[config.mk]
export PLATFORM = sky130hd
export DESIGN_NAME = alu_pipe
export DESIGN_NICKNAME = d
export VERILOG_FILES = /design/src/rtl/alu_pipe.sv
export SDC_FILE = /design/constraint.sdc
export NUM_CORES = 1
export LEC_CHECK = 0
export ABC_CLOCK_PERIOD_IN_PS = 7200
export CORE_MARGIN = 1.5
export CORE_UTILIZATION = 55
export DETAILED_ROUTE_END_ITERATION = 12
export PLACE_DENSITY = 0.76
export SETUP_SLACK_MARGIN = 0.05
export SLEW_MARGIN = 20
export SYNTH_ARGS = -nofsm -noshare
export SYNTH_HDL_FRONTEND = slang
export SYNTH_SLANG_ARGS = --single-unit
[constraint.sdc]
create_clock -name clk -period 7.2 [get_ports clk]
set_input_delay 1.08 -clock clk [delete_from_list [all_inputs] [get_ports clk]]
set_output_delay 1.08 -clock clk [all_outputs]
set_load 0.02 [all_outputs]
[src/rtl/alu_pipe.sv]
// alu_pipe: handshaked execute-stage ALU with parametrised width.
// Single-cycle ops take one EXEC cycle. MUL runs an iterative shift-add
// multiplier for WIDTH cycles. Results sit in an output register with
// valid/ready backpressure.
module alu_pipe #(
  parameter  int WIDTH = 32,
  localparam int SHW   = $clog2(WIDTH)
) (
  input  logic             clk,
  input  logic             rst_n,
  input  logic             in_valid,
  output logic             in_ready,
  input  logic [3:0]       aluop,
  input  logic [WIDTH-1:0] a,
  input  logic [WIDTH-1:0] b,
  output logic             out_valid,
  input  logic             out_ready,
  output logic [WIDTH-1:0] f,
  output logic             zero,
  output logic             carry,
  output logic             err
);

  // Reject widths the shift-amount derivation and multiplier counter cannot support.
  if (WIDTH < 8 || WIDTH > 64 || (WIDTH & (WIDTH - 1)) != 0) begin : g_bad_width
    $error("alu_pipe: WIDTH must be a power of two between 8 and 64");
  end

  localparam logic [3:0] OP_AND = 4'd0;
  localparam logic [3:0] OP_OR  = 4'd1;
  localparam logic [3:0] OP_NOT = 4'd2;
  localparam logic [3:0] OP_ADD = 4'd3;
  localparam logic [3:0] OP_SUB = 4'd4;
  localparam logic [3:0] OP_SHL = 4'd5;
  localparam logic [3:0] OP_SHR = 4'd6;
  localparam logic [3:0] OP_SRA = 4'd7;
  localparam logic [3:0] OP_MUL = 4'd8;

  localparam logic [SHW-1:0] CNT_LAST = SHW'(WIDTH - 1);

  typedef enum logic [1:0] {
    IDLE,
    EXEC,
    MUL,
    MDONE
  } state_t;

  state_t           state_q, state_d;
  logic [3:0]       op_q;
  logic [WIDTH-1:0] a_q;      // operand A; doubles as the shifting multiplicand
  logic [WIDTH-1:0] b_q;      // operand B; doubles as the shifting multiplier
  logic [WIDTH-1:0] acc_q;    // multiplier partial product
  logic [SHW-1:0]   cnt_q;    // multiplier step counter, 0..WIDTH-1

  logic             in_xfer;
  logic             out_free;
  logic             wr_res;
  logic             new_is_mul;

  logic [WIDTH-1:0] res_f;
  logic             res_carry;
  logic             res_err;
  logic [WIDTH:0]   sum;
  logic [SHW-1:0]   shamt;

  // Handshake qualifiers. The output register is free when empty or draining this cycle.
  assign out_free   = !out_valid || out_ready;
  assign in_ready   = (state_q == IDLE) ||
                      ((state_q == EXEC || state_q == MDONE) && out_free);
  assign in_xfer    = in_valid && in_ready;
  assign wr_res     = (state_q == EXEC || state_q == MDONE) && out_free;
  assign new_is_mul = (aluop == OP_MUL);

  // State register.
  // NOTE: sequential state uses non-blocking assignments so every register
  // samples the pre-edge value of every other register, whatever the block order.
  always_ff @(posedge clk or negedge rst_n) begin
    if (!rst_n) begin
      state_q <= IDLE;
    end else begin
      state_q <= state_d;
    end
  end

  // Next-state logic: EXEC/MDONE leave only once their result is written,
  // and may chain straight into a newly accepted op.
  always_comb begin
    // NOTE: default assignment first so no path through the case leaves
    // state_d unassigned, which would otherwise infer a latch.
    state_d = state_q;
    case (state_q)
      IDLE: begin
        if (in_xfer) state_d = new_is_mul ? MUL : EXEC;
      end
      EXEC, MDONE: begin
        if (out_free) begin
          if (in_xfer) state_d = new_is_mul ? MUL : EXEC;
          else         state_d = IDLE;
        end
      end
      MUL: begin
        if (cnt_q == CNT_LAST) state_d = MDONE;
      end
      default: state_d = IDLE;
    endcase
  end

  // Operand capture on accept, and one shift-add multiplier step per MUL cycle.
  always_ff @(posedge clk or negedge rst_n) begin
    if (!rst_n) begin
      op_q  <= '0;
      a_q   <= '0;
      b_q   <= '0;
      acc_q <= '0;
      cnt_q <= '0;
    end else if (in_xfer) begin
      op_q  <= aluop;
      a_q   <= a;
      b_q   <= b;
      acc_q <= '0;
      cnt_q <= '0;
    end else if (state_q == MUL) begin
      acc_q <= acc_q + (b_q[0] ? a_q : '0);
      a_q   <= a_q << 1;
      b_q   <= b_q >> 1;
      cnt_q <= (cnt_q == CNT_LAST) ? '0 : cnt_q + 1'b1;
    end
  end

  assign sum   = {1'b0, a_q} + {1'b0, b_q};
  assign shamt = b_q[SHW-1:0];

  // Result mux: captured operands in EXEC, finished product in MDONE.
  always_comb begin
    res_f     = '0;
    res_carry = 1'b0;
    res_err   = 1'b0;
    if (state_q == MDONE) begin
      res_f = acc_q;
    end else begin
      case (op_q)
        OP_AND: res_f = a_q & b_q;
        OP_OR:  res_f = a_q | b_q;
        OP_NOT: res_f = ~a_q;
        OP_ADD: begin
          res_f     = sum[WIDTH-1:0];
          res_carry = sum[WIDTH];
        end
        OP_SUB: begin
          res_f     = a_q - b_q;
          res_carry = (a_q < b_q);
        end
        OP_SHL: res_f = a_q << shamt;
        OP_SHR: res_f = a_q >> shamt;
        OP_SRA: res_f = $unsigned($signed(a_q) >>> shamt);
        default: begin
          // Opcode 8 never reaches EXEC, so everything here is illegal.
          res_f   = '0;
          res_err = 1'b1;
        end
      endcase
    end
  end

  // Output register: a newly written result wins over a same-cycle drain.
  always_ff @(posedge clk or negedge rst_n) begin
    if (!rst_n) begin
      out_valid <= 1'b0;
      f         <= '0;
      zero      <= 1'b0;
      carry     <= 1'b0;
      err       <= 1'b0;
    end else if (wr_res) begin
      out_valid <= 1'b1;
      f         <= res_f;
      zero      <= (res_f == '0);
      carry     <= res_carry;
      err       <= res_err;
    end else if (out_ready) begin
      out_valid <= 1'b0;
    end
  end

endmodule

==> flow_metrics.py, run 1 <==
metrics = {
    "synthesis": {
        "yosysUniqueCellTypes": 100,
        "synth_flop_cell": "dfrtp_1",
        "syn-num-nets": 2438,
        "avgSynthCellArea_um2": 7.699,
        "ys_seq_area_share_pct": 20.87,
        "syn_inst": 2227,
        "ys_ff_latch": 143,
        "synth_warnings": 0,
        "synth_area_mm2": 0.01715,
        "synth-edff-count": 0,
        "async_flop_share_pct": 100.0,
    },
    "sta": {
        "post-route-period-util_pct": 72.80,
        "clock_skew_ns": 0.01704,
        "drv_slew": 0,
        "setup-tns-final_ns": 0,
        "fin_ws_ns": 1.958,
        "hold_violations": 0,
        "slew_headroom_pct": 19.14,
        "max_freq_mhz": 190.8,
        "min_period_ns": 5.242,
        "rsz0062_at_grt": "false",
        "worst_slew_pin_slew_ns": 1.208,
        "finalSetupViolations": 0,
    },
    "hold_path": {
        "hold_class": "flip-flop to flip-flop",
        "min-delay-start": "f[19]",
    },
    "worst_setup_path": {
        "worstSetupPathType": "flip-flop to flip-flop",
        "r2r-start": "b_q[2]",
        "startpoint_type": "flip-flop",
        "r2r_slack_ns": 1.96,
        "cp-endpoint": "zero",
        "rr_endpoint": "zero",
        "endpoint_kind": "flip-flop",
        "timing.critical_path.from": "b_q[2]",
        "crit_required_ns": 7.60,
        "cp_max_fo": 27,
        "reg2reg_depth": 13,
        "arrival_ns": 5.64,
    },
    "clock_tree": {
        "post_cts_buffers": 0,
        "root_buffer": "clkbuf_16",
        "h-tree-depth": 4,
        "clkLatencyLatePin_ns": 0.48,
        "holdBufCountCts": 0,
        "ctsResizeCount": 0,
        "clk_pin_slew_ns": 0.07,
        "cts_buffers": 17,
        "clock_path_buffers": 2,
        "cts.sinks": 143,
        "tritoncts": "done",
    },
    "pwr": {
        "leakage_nw": 8.069,
        "ir_drop_uv": 202.6,
        "cellPowerDensity_mw_per_mm2": 350.3,
    },
    "placement": {
        "io_buffers": 108,
        "hpwl_um": 59890,
        "pre_cts_slack_ns": 2.231,
        "place.gp.congestion": 1.114,
        "dp_cells": 2600,
    },
    "layout": {
        "drive_gt1_share_pct": 8.277,
        "fill_cells": 2746,
        "synthToLayoutAreaGrowth_pct": 9.750,
        "fin_util_pct": 61.35,
        "final_common_cell": "nor2_1",
        "layout.cells.non_filler": 2633,
        "nNetsFinal": 2434,
        "most-common-layout-cells": "nor2_1, nand2_1, a21oi_1, o21ai_0, dfrtp_1",
    },
    "floorplan": {
        "die_height_um": 179.6,
        "io_pins": 109,
        "core_mm2": 0.03067,
        "initial_core_util_pct": 55.90,
        "die-width_um": 179.6,
        "num_rows": 64,
        "die_area_mm2": 0.03224,
    },
    "detailed_routing": {
        "wirelength_um": 79950,
        "vias": 19590,
        "drt_pre_antenna_iters": 7,
        "antenna_left": 0,
        "drc": 0,
        "viasPerCell": 7.439,
        "post_drt_wl_per_cell_um": 30.36,
        "drt_iter0_drc": 3526,
    },
    "grt": {
        "grt_pass1_wl_um": 118900,
        "overflow": 0,
        "antenna_found_initial": 2,
        "grt_use_total_pct": 48.52,
        "grt_pass1_vias": 18370,
        "grt_max_degree": 97,
    },
    "outcome": {
        "run_status": "completed",
    },
    "flow_run": {
        "drv_cap": 0,
    },
}
per-layer routing:
metal	global-route usage (%)	vias up	wire length (µm)
met3	15.58	453	11530
met1	62.41	9236	29580
met2	69.88	1659	32300
met5	0	-	24
li1	-	8236	-
met4	31.10	4	6518
critical path, cell delays in order (launching register included):
cell	delay (ns)
dfrtp_1	0.38
inv_2	0.52
ha_1	0.47
nor2b_1	0.21
o31a_1	0.31
o41ai_1	0.67
o21ai_0	0.43
a41o_1	0.44
mux2i_1	0.18
nor2_1	0.06
o32ai_1	0.59
o2111ai_1	0.27
or4_1	0.46
o21ai_1	0.15
sequential cells by signal, indices dropped and copies added (netlist names), named ones only:
register / count
out_valid: 1
b_q: 32
carry: 1
acc_q: 32
a_q: 32
err: 1
zero: 1
state_q: 1
op_q: 4
f: 32
cnt_q: 5
where the power goes:
part | total [mW] | internal [mW] | leakage [nW] | switching, mW
sequential | 1.31 | 0.970 | 1.84 | 0.337
combinational | 4.22 | 1.46 | 5.91 | 2.76
clock | 1.07 | 0.650 | 0.317 | 0.419
how the worst min path moves through the flow:
| stage | end | cells past startpoint | slack (ns) |
|---|---|---|---|
| 2_1_floorplan | acc_q[29] | 2 | 0.47 |
| 3_3_place_gp | f[11] | 2 | 0.46 |
| 3_5_place_dp | f[11] | 2 | 0.46 |
| 4_1_cts | f[19] | 2 | 0.48 |
| 5_1_grt | carry | 1 | 0.52 |
| 6_report | f[19] | 2 | 0.48 |
cells in the mapped netlist (34+ instances only):
library cell	number	area share, %
a21oi_1	190	5.5
a221o_1	43	2.5
clkbuf_1	98	2.1
dfrtp_1	143	21
ha_1	136	9.9
inv_1	113	2.5
mux2_2	58	3.8
mux2i_1	69	4.0
nand2_1	231	5.1
nand3_1	34	0.99
nor2_1	250	5.5
nor3_1	34	0.99
o21ai_0	145	4.2
o22ai_1	71	2.6
kinds of logic after synthesis:
| family | count (synthesis) | share of synthesized area [%] |
|---|---|---|
| xor+xnor | 38 | 1.941 |
| simple gates | 713 | 19.03 |
| compound gates | 774 | 30.49 |
| flops | 143 | 20.87 |
| mux | 144 | 9.983 |
| buf+inv | 276 | 7.407 |
| fa+ha+maj | 139 | 10.28 |
cell type report:
cell class	instances	area, µm²	share of cell area [%]
Tap cell	396	495.5	2.633
Multi-Input combinational cell	1808	12330	65.54
Clock buffer	18	429.2	2.281
Sequential cell	143	3585	19.05
Clock inverter	13	235.2	1.250
Timing Repair Buffer	137	1300	6.909
Inverter	116	435.4	2.314
Antenna cell	2	5.005	0.02660
per-stage QoR:
step                hold slack (ns)  power [mW]  instance area [µm²]
finish                       0.4812       6.591                18820
global route                 0.5208       6.800                18810
CTS                          0.4844       6.341                18810
detailed placement           0.4635       5.268                18150
global placement             0.4597       5.262                18150
floorplan                    0.4709       3.903                17150
(Power assumes the default switching activity.)
==> run 2: changes to the inputs <==
Settings changed: ABC_CLOCK_PERIOD_IN_PS 7200 to 4400, PLACE_DENSITY 0.76 to 0.79.
Clock period 7.2 ns to 4.4 ns, I/O delays scaled along.
==> run 2 against run 1 <==
  * Critical endpoint unchanged
  * Maximum frequency increased by 20%
  * Critical path depth unchanged
  * Setup slack got worse by 1.9 ns
  * First-iteration DRC count decreased by 1.3%
==> flow_metrics.py, run 2 (same netlist as run 1, synthesis figures left out) <==
metrics = {
    "grt": {
        "grt_pass1_wl_um": 122700,
        "overflow": 0,
        "grt_max_degree": 130,
        "antenna_found_initial": 5,
        "grt_pass1_vias": 19150,
        "grt_use_total_pct": 50.14,
    },
    "worst_setup_path": {
        "arrival_ns": 4.75,
        "crit_required_ns": 4.79,
        "max_stage_delay_ns": 0.57,
        "startpoint_type": "flip-flop",
        "reg2reg_depth": 13,
        "worstSetupPathType": "flip-flop to flip-flop",
        "endpoint_kind": "flip-flop",
        "crit_chain": "buf_6 -> buf_4 -> mux4_2 -> nor2_1 -> a31oi_1 -> a2111oi_1 -> nand3_1 -> o21ai_0 -> buf_4 -> nand2_1 -> or4_1 -> or4_1 -> o21ai_1",
        "cp_max_fo": 38,
        "crit_slowest_cell": "mux4_2",
    },
    "layout": {
        "most-common-layout-cells": "nor2_1, nand2_1, a21oi_1, buf_4, o21ai_0",
        "synthToLayoutAreaGrowth_pct": 17.61,
        "final_common_cell": "nor2_1",
        "fill_cells": 2627,
        "drive_gt1_share_pct": 14.98,
        "nNetsFinal": 2601,
    },
    "clock_tree": {
        "tritoncts": "done",
        "clock_path_buffers": 2,
        "h-tree-depth": 4,
        "cts_buffers": 17,
        "holdBufCountCts": 0,
        "clkLatencyLatePin_ns": 0.47,
        "clk_pin_slew_ns": 0.07,
        "cts.sinks": 143,
        "root_buffer": "clkbuf_16",
    },
    "detailed_routing": {
        "post_drt_wl_per_cell_um": 29.67,
        "viasPerCell": 7.272,
        "antenna_left": 0,
        "wirelength_um": 83120,
        "drt_pre_antenna_iters": 7,
        "drc": 0,
        "vias": 20380,
        "drt_iter0_drc": 3481,
    },
    "outcome": {
        "run_status": "completed",
    },
    "hold_path": {
        "hold_class": "input pin to asynchronous set/reset pin",
    },
    "floorplan": {
        "die-width_um": 179.6,
        "num_rows": 64,
        "core_mm2": 0.03067,
        "die_height_um": 179.6,
        "die_area_mm2": 0.03224,
        "initial_core_util_pct": 55.90,
        "io_pins": 109,
    },
    "sta": {
        "finalSetupViolations": 0,
        "hold_violations": 0,
        "max_freq_mhz": 228.9,
        "slew_headroom_pct": 22.68,
        "drv_slew": 0,
        "setup-tns-final_ns": 0,
        "clock_skew_ns": 0.01443,
        "post-route-period-util_pct": 99.29,
        "rsz0062_at_grt": "true",
        "min_period_ns": 4.369,
        "whs_ns": 0.2788,
        "worst_slew_pin_slew_ns": 1.131,
    },
    "pwr": {
        "ir_drop_uv": 466.7,
        "internal_power_mw": 5.369,
        "pwr-share-comb_pct": 70.3,
        "cellPowerDensity_mw_per_mm2": 562.7,
        "power.switching_mw": 5.977,
        "netSwitchingFraction_pct": 52.68,
        "leakage_nw": 8.900,
        "p_seq_share_pct": 16.6,
        "clkPwrFrac_pct": 13.2,
    },
    "placement": {
        "place.gp.congestion": 1.100,
        "io_buffers": 108,
        "hpwl_um": 62710,
    },
    "flow_run": {
        "drv_cap": 0,
    },
}
run 2: cell type report:
cell class	count	area, µm²	share of cell area, %
inverter	116	435.4	2.159
tap	396	495.5	2.457
antenna	3	7.507	0.03723
sequential	143	3586	17.78
clock inverter	12	110.1	0.5460
multi-input combinational	1808	12380	61.39
timing repair buffer	304	2695	13.37
clock buffer	20	456.7	2.265
run 2: power by group through the flow:
stage | Clock, mW | Sequential, mW | Combinational (mW)
floorplan | 0 | 2.00 | 4.38
global placement | 0 | 1.86 | 7.42
detailed placement | 0 | 1.88 | 7.46
CTS | 1.48 | 1.87 | 7.52
global route | 1.52 | 1.91 | 8.25
finish | 1.49 | 1.88 | 7.97
run 2: repair_timing:
action                     in CTS  in global routing
cloned                          0                  0
setup buffers                   0                  0
hold endpoints to repair        0                  0
gates resized for setup         4                 10
pin swaps                       0                  1
setup endpoints to repair       1                  5
run 2: per-layer routing:
metal,up-vias,part of all wire [%],routed length (µm),GRT usage (%)
met5,-,0.034,28,0
met4,4,7.3,6044,30.40
met3,410,14,11990,15.70
met2,1762,41,34030,72.58
met1,9620,37,31030,65.12
li1,8581,-,-,-
run 2: through the flow:
step	instance area [µm²]	setup slack, ns	cells	total power [mW]	utilization (%)
floorplan	17150	0.07749	2227	6.388	-
global placement	19530	0.05415	2767	9.278	63.67
detailed placement	19530	0.004077	2767	9.337	63.67
CTS	20110	0.05580	2799	10.87	65.58
global route	20160	0.01704	2799	11.68	65.72
finish	20160	0.03104	2802	11.35	65.75
run 2: path summary, 6_finish.rpt:
check                             from       to  slack (ns)
worst max-delay path            b_q[1]     zero        0.03
worst min-delay path             rst_n   a_q[6]        0.28
worst max register to register  b_q[1]     zero        0.03
worst min register to register   f[11]    f[11]        0.48
max in group asynchronous        rst_n  b_q[25]        3.21
min in group clk                 f[11]    f[11]        0.48
run 2: worst max-delay path, delay by kind of cell, from the launching register on:
kind | cells | cell delay (ns)
simple gates | 5 | 1.39
compound gates | 4 | 1.14
flops | 1 | 0.37
mux | 1 | 0.57
buf+inv | 3 | 0.80
